==> src/rtl/uart_pkg.sv <==
// Shared types and constants for the mock UART transmitter.
package uart_pkg;

  localparam int unsigned UART_DATA_BITS       = 8;
  localparam int unsigned DEFAULT_CLKS_PER_BIT = 16;

  typedef enum logic [1:0] {
    StIdle  = 2'd0,
    StStart = 2'd1,
    StData  = 2'd2,
    StStop  = 2'd3
  } uart_tx_state_t;

endpackage

==> src/rtl/uart_tx_fifo.sv <==
// Synchronous byte FIFO: power-of-two depth, registered storage, no fall-through.
module uart_tx_fifo #(
  parameter int unsigned DEPTH = 4,
  parameter int unsigned WIDTH = 8
) (
  input  logic                     clk,
  input  logic                     rst,
  input  logic                     push,
  input  logic [WIDTH-1:0]         wr_data,
  input  logic                     pop,
  output logic [WIDTH-1:0]         rd_data,
  output logic                     full,
  output logic                     empty,
  output logic [$clog2(DEPTH):0]   count
);

  localparam int unsigned PtrW = $clog2(DEPTH);
  localparam logic [PtrW:0] CountFull = (PtrW + 1)'(DEPTH);

  logic [WIDTH-1:0] mem_q [DEPTH];
  logic [PtrW-1:0]  wr_ptr_q, rd_ptr_q;
  logic [PtrW:0]    count_q;
  logic             do_push, do_pop;

  assign full    = (count_q == CountFull);
  assign empty   = (count_q == '0);
  assign count   = count_q;
  assign rd_data = mem_q[rd_ptr_q];

  // Overflow and underflow are blocked here so callers cannot corrupt the pointers.
  assign do_push = push && !full;
  assign do_pop  = pop && !empty;

  // Pointers wrap naturally because DEPTH is a power of two.
  always_ff @(posedge clk) begin
    if (rst) begin
      wr_ptr_q <= '0;
      rd_ptr_q <= '0;
      count_q  <= '0;
    end else begin
      if (do_push) wr_ptr_q <= wr_ptr_q + 1'b1;
      if (do_pop)  rd_ptr_q <= rd_ptr_q + 1'b1;
      if (do_push && !do_pop) begin
        count_q <= count_q + 1'b1;
      end else if (!do_push && do_pop) begin
        count_q <= count_q - 1'b1;
      end
    end
  end

  // Storage write; contents need no reset since count gates visibility.
  always_ff @(posedge clk) begin
    if (do_push) mem_q[wr_ptr_q] <= wr_data;
  end

endmodule

==> src/rtl/mock_uart_tx.sv <==
// 8N1 UART transmitter fed by a small byte FIFO; frames go back-to-back while data is queued.
module mock_uart_tx
  import uart_pkg::*;
#(
  parameter int unsigned CLKS_PER_BIT = DEFAULT_CLKS_PER_BIT,
  parameter int unsigned FIFO_DEPTH   = 4
) (
  input  logic                      clk,
  input  logic                      rst,
  input  logic [UART_DATA_BITS-1:0] in_data,
  input  logic                      in_valid,
  output logic                      in_ready,
  output logic                      tx_sig,
  output logic                      busy,
  output logic                      tx_done
);

  localparam int unsigned BaudW = $clog2(CLKS_PER_BIT);
  localparam logic [BaudW-1:0] BaudLast = BaudW'(CLKS_PER_BIT - 1);
  localparam logic [2:0] BitLast = 3'(UART_DATA_BITS - 1);

  uart_tx_state_t            state_q, state_d;
  logic [BaudW-1:0]          baud_q, baud_d;
  logic [2:0]                bit_idx_q, bit_idx_d;
  logic [UART_DATA_BITS-1:0] shift_q, shift_d;
  logic                      tx_q, tx_d;
  logic                      bit_end;

  logic                      fifo_push, fifo_pop, fifo_full, fifo_empty;
  logic [UART_DATA_BITS-1:0] fifo_rd_data;
  logic [$clog2(FIFO_DEPTH):0] fifo_count;

  assign in_ready  = !fifo_full && !rst;
  assign fifo_push = in_valid && in_ready;
  assign busy      = (state_q != StIdle) || (fifo_count != '0);
  assign tx_sig    = tx_q;
  assign bit_end   = (baud_q == BaudLast);

  uart_tx_fifo #(
    .DEPTH (FIFO_DEPTH),
    .WIDTH (UART_DATA_BITS)
  ) u_fifo (
    .clk     (clk),
    .rst     (rst),
    .push    (fifo_push),
    .wr_data (in_data),
    .pop     (fifo_pop),
    .rd_data (fifo_rd_data),
    .full    (fifo_full),
    .empty   (fifo_empty),
    .count   (fifo_count)
  );

  // Next-state: bit timing, shift register and FIFO pop decisions.
  always_comb begin
    state_d   = state_q;
    baud_d    = baud_q;
    bit_idx_d = bit_idx_q;
    shift_d   = shift_q;
    fifo_pop  = 1'b0;
    tx_done   = 1'b0;
    if (state_q != StIdle) begin
      baud_d = bit_end ? '0 : baud_q + 1'b1;
    end
    unique case (state_q)
      StIdle: begin
        if (!fifo_empty) begin
          fifo_pop = 1'b1;
          shift_d  = fifo_rd_data;
          baud_d   = '0;
          state_d  = StStart;
        end
      end
      StStart: begin
        if (bit_end) begin
          bit_idx_d = '0;
          state_d   = StData;
        end
      end
      StData: begin
        if (bit_end) begin
          if (bit_idx_q == BitLast) begin
            state_d = StStop;
          end else begin
            bit_idx_d = bit_idx_q + 1'b1;
            shift_d   = shift_q >> 1;
          end
        end
      end
      StStop: begin
        if (bit_end) begin
          tx_done = 1'b1;
          // Chain straight into the next frame when data is waiting.
          if (!fifo_empty) begin
            fifo_pop = 1'b1;
            shift_d  = fifo_rd_data;
            state_d  = StStart;
          end else begin
            state_d = StIdle;
          end
        end
      end
      default: state_d = StIdle;
    endcase
  end

  // Line level for the upcoming cycle, registered so tx_sig is glitch-free.
  always_comb begin
    tx_d = 1'b1;
    if (state_d == StStart) begin
      tx_d = 1'b0;
    end else if (state_d == StData) begin
      tx_d = shift_d[0];
    end
  end

  // State registers with synchronous reset; reset aborts any frame in flight.
  always_ff @(posedge clk) begin
    if (rst) begin
      state_q   <= StIdle;
      baud_q    <= '0;
      bit_idx_q <= '0;
      shift_q   <= '0;
      tx_q      <= 1'b1;
    end else begin
      state_q   <= state_d;
      baud_q    <= baud_d;
      bit_idx_q <= bit_idx_d;
      shift_q   <= shift_d;
      tx_q      <= tx_d;
    end
  end

endmodule
==> config.mk <==
export PLATFORM = sky130hd
export DESIGN_NAME = mock_uart_tx
export DESIGN_NICKNAME = d
export VERILOG_FILES = /design/src/rtl/uart_pkg.sv /design/src/rtl/uart_tx_fifo.sv /design/src/rtl/mock_uart_tx.sv
export SDC_FILE = /design/constraint.sdc
export NUM_CORES = 1
export LEC_CHECK = 0
export ABC_AREA = 1
export CORE_ASPECT_RATIO = 0.75
export CORE_MARGIN = 2
export CORE_UTILIZATION = 50
export CTS_BUF_LIST = sky130_fd_sc_hd__clkbuf_2 sky130_fd_sc_hd__clkbuf_4 sky130_fd_sc_hd__clkbuf_8
export DETAILED_ROUTE_END_ITERATION = 10
export PLACE_DENSITY = 0.78
export SETUP_SLACK_MARGIN = 0.15
export SLEW_MARGIN = 10
export SYNTH_ARGS = -nofsm -noshare
export SYNTH_HDL_FRONTEND = slang
export SYNTH_SLANG_ARGS = --single-unit
==> constraint.sdc <==
create_clock -name clk -period 3.7 [get_ports clk]
set_input_delay 1.11 -clock clk [delete_from_list [all_inputs] [get_ports clk]]
set_output_delay 1.11 -clock clk [all_outputs]
set_load 0.02 [all_outputs]
==> run summary, run 1 <==
status - finished clean
Post-synth EDFFs - 32
initial core utilization - 0.515
Clock Power Share - 0.224
worst r2r src - state_q[0]
top cell type's share of synthesized area - 0.353
Yosys warnings - 0
top sig layer - met4
Area contributors post-synth - edfxtp_1, dfxtp_1, nand2_1, ha_1, nor2_1
dpl ws - 0.271 ns
Pre-Repair DR Iteration Count - 4
Final nets - 342
first-pass GRT wire length - 8.71 mm
setup violators final - 0
register bit total from synthesis - 59
crit path max-delay cell type - clkdlybuf4s50_1
layout cells sized above 1 - 0.0870
Reg clk slew, reported paths - 0.06 ns
Top FF cell, synth - edfxtp_1
DR WL/cell - 13.0 um
Int Pwr - 1.33 mW
WHS - 0.473 ns
Post-CTS Setup Inserts - 0
CTS Root Cell - clkbuf_8
hold path depth - 2
Area Growth Syn to Fin - 14.4%
WP buf/inv - 2
Final Max Slew Viols - 0
combinational power share - 0.370
area leader, netlist - edfxtp_1
GRT overflow - 0
TritonCTS clock tree - yes
number of nets still failing antenna checks after routing - 0
Post-Syn Instances - 294
gr usage total - 0.197
row cnt - 23
Filler cells - 464
final setup TNS - 0 ns
ys async rst share - 0
num ports - 15
sequential power share - 0.406
Worst Skew - 0.00898 ns
Core Area - 5300 um2
max incr delay on CP - 0.63 ns
largest fanout on the critical path - 2
Hold Buf Count CTS - 0
total of max-cap violations - 0
Vias - 2031
crit path kind - in -> out
DP HPWL - 3.57 mm
# resized after CTS - 0
Hold Path Class - reg -> reg
die area - 6060 um2
CTS Buf Count - 9
CP most frequent cell - clkdlybuf4s50_1
NetSw - 851 uW
Yosys cell types - 33
crit path launch - rst
drc violations - 0
leakage power - 1.27 nW
Initial DRC Count - 150
Mapped Avg Cell Area - 9.27 um2
vias in the first global route - 1924
Reg2Reg Depth - 14
Vias/cell - 5.12
placed inst area - 2950 um2
wire length on met2 - 2.37 mm
critical path cell sequence - clkdlybuf4s50_1 -> a21oi_1 -> clkdlybuf4s50_1
WL met3 - 270 um
Routability Congestion - 0.838
crit start category - primary input
Achievable Freq - 0.291 GHz
switching share of power - 0.390
Clock Tree Buf Depth - 2
RSZ-0062 raised after global routing - no
Multi-input gate area - 1050 um2
H-tree level count - 3
Least-Margin Pin Slew - 0.558 ns
post-synthesis sequential area ratio - 0.551
die height - 67.9 um
critical path arrival - 2.33 ns
Syn Std Cell Area - 2730 um2
Net Count, Synth - 319
Final Cell Area - 3120 um2
slack of the critical path - 0.262 ns
Routed WL - 5.17 mm
Worst Min Path Start - bit_idx_q[2]
Crit. path cell count - 3
Period Utilization, post-route - 0.929
Crit path max-delay family - buffers and inverters
Met1 Wirelength - 2.45 mm
FF/Latch Area - 1500 um2
Diodes inserted - 0
endpoint class of the critical path - output pin
Critical Path RT - 2.59 ns
Die X - 89.2 um
CTS sink cnt - 59
Clock Latency Late Sink - 0.33 ns
Slew Limit Headroom - 0.628
Pwr per Cell Area - 700 nW/um2
largest net degree at the start of global routing - 18
maximum vdd drop - 0.423 mV
antenna violations before repair - 0
final hold violation count - 0
PortBufs - 14
min Tclk post-route - 3.44 ns
layout by cell type (no fill, tap or decap), drive strengths merged, types with 4 or more instances in the layout:
cell           instances
o21ai                 22
clkbuf                12
o21bai                 6
dfxtp                 27
buf                    5
clkdlybuf4s50         14
a22oi                  6
nor2                  37
inv                   35
nand3                  9
o22ai                  6
a21oi                 21
nand2                 63
edfxtp                32
clkinv                 4
ha                    13
cell families (layout without fill, tap and decap cells):
family / after synthesis / in the layout / synth area share
compound gates: 66 / 66 / 0.142
xor+xnor: 1 / 1 / 0.00321
flops: 59 / 59 / 0.551
fa+ha+maj: 14 / 14 / 0.0670
simple gates: 112 / 112 / 0.172
buf+inv: 42 / 70 / 0.0643
power groups by stage:
| stage | Clock [mW] | Sequential (mW) | Combinational, mW |
|---|---|---|---|
| 3_5_place_dp | 0 | 0.897 | 0.799 |
| 6_report | 0.489 | 0.886 | 0.807 |
| 2_1_floorplan | 0 | 0.859 | 0.651 |
| 4_1_cts | 0.498 | 0.886 | 0.806 |
| 3_3_place_gp | 0 | 0.893 | 0.778 |
| 5_1_grt | 0.525 | 0.904 | 0.926 |
flip-flops by register name, indices dropped and copies added (netlist names), named ones only:
name,count
u_fifo.wr_ptr_q,2
u_fifo.mem_q,32
baud_q,4
tx_sig,1
u_fifo.rd_ptr_q,2
shift_q,8
bit_idx_q,3
u_fifo.count,3
state_q,2
final cells by class:
cell class,count,share of cell area
tap,75,0.0301
inverter,35,0.0422
clock buffer,12,0.0470
multi-input combinational,193,0.336
sequential,59,0.482
timing repair buffer,19,0.0570
clock inverter,4,0.00562
through the flow:
stage,instances,utilization,power [mW]
6_report,397,0.589,2.18
5_1_grt,397,0.589,2.36
4_1_cts,397,0.589,2.19
3_5_place_dp,381,0.558,1.70
3_3_place_gp,381,0.558,1.67
2_1_floorplan,294,-,1.51
per-layer routing:
metal | GRT usage | vias to the layer above
met2 | 0.311 | 54
met4 | 0.0728 | 0
met5 | 0 | -
met3 | 0.0724 | 8
li1 | - | 1031
met1 | 0.249 | 938
synthesized netlist by cell type (all sizes together), types with 2 or more instances:
cell / number
a21oi: 21
a22oi: 6
buf: 5
clkbuf: 2
dfxtp: 27
edfxtp: 32
ha: 13
inv: 35
nand2: 63
nand3: 9
nor2: 37
o21ai: 22
o21bai: 6
o22ai: 6
tightest hold or removal path, delay by kind of cell (launching register included):
| family | cells | cell delay (ns) |
|---|---|---|
| simple gates | 1 | 0.06 |
| compound gates | 1 | 0.05 |
| flops | 1 | 0.31 |
path summary, 6_finish.rpt:
kind	endpoint	slack, ns
max	in_ready	0.26
min	bit_idx_q[2]	0.47
max reg2reg	u_fifo.count[2]	1.22
min reg2reg	bit_idx_q[2]	0.47
Power figures use the tool's default switching activity.
==> run 2: changes to the inputs <==
Settings changed: CAP_MARGIN set to 20, HOLD_SLACK_MARGIN set to 0.1, PLACE_DENSITY 0.78 to 0.77, SYNTH_HIERARCHICAL set to 1.
==> run 2 against run 1 <==
Cell count rose by 4.8%. Clock power rose by 39%. Die area rose by 3.4%. Clock-buffer cell count fell by 3. Fmax rose by 2.3%. Non-clock buffer count did not move. Highest routed layer unchanged. Design area rose by 5.5%. Critical path depth did not move. Sequential power rose by 1%. Worst setup slack improved by 0.076 ns. Sequential cell count did not move. Via count rose by 6.4%. Critical endpoint unchanged.
==> run summary, run 2 <==
status - finished clean
Crit path max-delay family - buffers and inverters
# resized after CTS - 0 (unchanged)
DP HPWL - 4.03 mm (+13%)
Routed WL - 5.76 mm (+11%)
Clock Tree Buf Depth - 2 (unchanged)
largest family of logic cells by synthesized area - simple AND/OR/NAND/NOR gates
Pre-Repair DR Iteration Count - 5 (+1)
CTS sink cnt - 59 (unchanged)
Mapped Avg Cell Area - 9.08 um2 (-2.1%)
Slew Limit Headroom - 0.586 (-0.0415)
crit path max-delay cell type - clkdlybuf4s50_1
area leader, netlist - edfxtp_1
Compound-Gate Fraction of Synth Area - 0.128 (-0.0147)
largest net degree at the start of global routing - 20 (+2)
Initial DRC Count - 121 (-19%)
Top FF cell, synth - edfxtp_1
Largest regs - u_fifo/mem_q (32), shift_q (8), baud_q (4)
Worst Min Path Start - bit_idx_q[1]
Post-synth EDFFs - 32 (unchanged)
GRT overflow - 0 (unchanged)
Post-CTS Setup Inserts - 0 (unchanged)
Yosys warnings - 6 (+6)
crit start category - primary input
CTS Root Cell - clkbuf_8
critical path arrival - 2.25 ns (-0.08 ns)
min Tclk post-route - 3.36 ns (-0.0760 ns)
Achievable Freq - 0.297 GHz (+2.3%)
top cell type's share of synthesized area - 0.340 (-0.0122)
Die X - 90.8 um (+1.7%)
final hold violation count - 0 (unchanged)
Clock Latency Late Sink - 0.33 ns (about the same)
antenna violations before repair - 0 (unchanged)
Syn Std Cell Area - 2820 um2 (+3.6%)
first-pass GRT wire length - 9.56 mm (+9.8%)
PortBufs - 14 (unchanged)
Reg2Reg Depth - 12 (-2)
CP most frequent cell - clkdlybuf4s50_1
WP buf/inv - 2 (unchanged)
Synth Area in Simple Gates - 0.201 (+0.0286)
max incr delay on CP - 0.61 ns (-0.02 ns)
gr usage total - 0.196 (-0.00105)
worst r2r src - state_q[0]
commonest cells in the netlist - nand2_1, nor2_1, inv_1, edfxtp_1, dfxtp_1
post-synthesis sequential area ratio - 0.532 (-0.0190)
num ports - 15 (unchanged)
leakage power - 1.36 nW (+7.1%)
total of max-cap violations - 0 (unchanged)
endpoint class of the critical path - output pin
die area - 6270 um2 (+3.4%)
initial core utilization - 0.525 (+0.00988)
Net Count, Synth - 335 (+5.0%)
Area Growth Syn to Fin - 16.5%
row cnt - 23 (unchanged)
critical path cell sequence - clkdlybuf4s50_1 -> nor2_1 -> clkdlybuf4s50_1
Hold Path Class - reg -> reg
Post-Syn Instances - 311 (+5.8%)
setup violators final - 0 (unchanged)
Critical Path RT - 2.59 ns (about the same)
ys async rst share - 0 (unchanged)
register bit total from synthesis - 59 (unchanged)
Hold Buf Count CTS - 0 (unchanged)
max reg flops - 32 (unchanged)
largest fanout on the critical path - 2 (unchanged)
RSZ-0062 raised after global routing - no
Core Area - 5380 um2 (+1.6%)
Yosys cell types - 32 (-3.0%)
number of nets still failing antenna checks after routing - 0 (unchanged)
Final Max Slew Viols - 0 (unchanged)
maximum vdd drop - 0.429 mV (+1.4%)
Vias - 2160 (+6.4%)
Final Cell Area - 3290 um2 (+5.5%)
Post-Synth Adder-Cell Area - 0.0603 (-0.00675)
hold path depth - 2 (unchanged)
vias in the first global route - 2021 (+5.0%)
final setup TNS - 0 ns (unchanged)
H-tree level count - 3 (unchanged)
Critical R2R Capture - u_fifo/count[1]
Crit. path cell count - 3 (unchanged)
Pwr per Cell Area - 771 nW/um2 (+10%)
Post-Synth XOR/XNOR Area - 0.00621 (+0.00299)
drc violations - 0 (unchanged)
placed inst area - 3060 um2 (+3.6%)
post-synthesis mux area share - 0.00709 (+0.00709)
commonest non-fill, non-tap cells in the layout - nand2_1, nor2_1, inv_1, edfxtp_1, dfxtp_1
DR WL/cell - 13.9 um (+6.4%)
crit path kind - in -> out
most instantiated library cell after synthesis - nand2_1
Final nets - 360 (+5.3%)
slack of the critical path - 0.338 ns (+0.0760 ns)
crit path launch - rst
Biggest register - u_fifo/mem_q
die height - 69.1 um (+1.7%)
reg2reg setup slack - 0.96 ns (-0.26 ns)
Worst Skew - 0.00755 ns (-0.00143 ns)
layout cells sized above 1 - 0.103 (+0.0157)
Vias/cell - 5.19 (+1.5%)
Filler cells - 453 (-2.4%)
Routability Congestion - 0.920 (+9.8%)
TritonCTS clock tree - yes
commonest non-fill, non-tap cell in the layout - nand2_1
hold endpoint - bit_idx_q[1]
Diodes inserted - 0 (unchanged)
dpl ws - 0.214 ns (-0.0571 ns)
Area contributors post-synth - edfxtp_1, dfxtp_1, nand2_1, nor2_1, ha_1
CTS Buf Count - 9 (unchanged)
Period Utilization, post-route - 0.909 (-0.0205)
Least-Margin Pin Slew - 0.620 ns (+0.0622 ns)
Reg clk slew, reported paths - 0.06 ns (about the same)
## run 2: per-layer routing
metal	up-vias	GRT usage	share of wire	routed length [um]
met5	-	0	0	0
met4	0	0.0598	0.010	60
met3	7	0.0721	0.055	315
met2	57	0.294	0.46	2630
met1	1009	0.265	0.48	2750
li1	1087	-	-	-
## run 2: final cells by class
| cell class | count | area (um2) | area share |
|---|---|---|---|
| repair buffers | 19 | 178 | 0.0540 |
| clock inverters | 7 | 106 | 0.0323 |
| flip-flops and latches | 59 | 1500 | 0.457 |
| multi-input cells | 207 | 1130 | 0.345 |
| clock buffers | 9 | 124 | 0.0377 |
| inverters | 40 | 150 | 0.0457 |
| well taps | 75 | 93.8 | 0.0285 |
## run 2: worst register-to-register path: stages (launching register included)
cell	delay, ns
dfxtp_1	0.33
inv_1	0.14
ha_1	0.31
inv_1	0.17
nand2_1	0.19
inv_2	0.10
nor3_1	0.33
nand2_2	0.15
ha_1	0.22
inv_1	0.09
fa_1	0.40
o21ai_0	0.17
nor2_1	0.05
## run 2: per-stage QoR
stage / power [mW] / cells / utilization / hold WS [ns]
after floorplan: 1.62 / 311 / - / 0.443
after global placement: 1.82 / 400 / 0.568 / 0.455
after detailed placement: 1.85 / 400 / 0.568 / 0.458
after CTS: 2.54 / 416 / 0.611 / 0.472
after global routing: 2.71 / 416 / 0.611 / 0.491
final: 2.54 / 416 / 0.611 / 0.471
## run 2: worst max-delay path by stage
stage	endpoint	slack [ns]
floorplan	in_ready	0.99
global placement	u_fifo/count[2]	0.31
detailed placement	u_fifo/count[2]	0.21
CTS	in_ready	0.33
global route	in_ready	0.28
finish	in_ready	0.34
## run 2: cells by family (layout without fill, tap and decap cells)
group,after synthesis,after routing
AND/OR/NAND/NOR,127,127
AO/OA/AOI/OAI,63,63
flip-flops,59,59
buffers and inverters,45,75
adder cells (fa/ha/maj),13,13
XOR/XNOR,2,2
multiplexers,2,2
## run 2: report_power, final
group	internal, mW	total (mW)	switching (mW)
clock network	0.439	0.679	0.240
registers	0.801	0.899	0.0978
logic	0.333	0.958	0.625
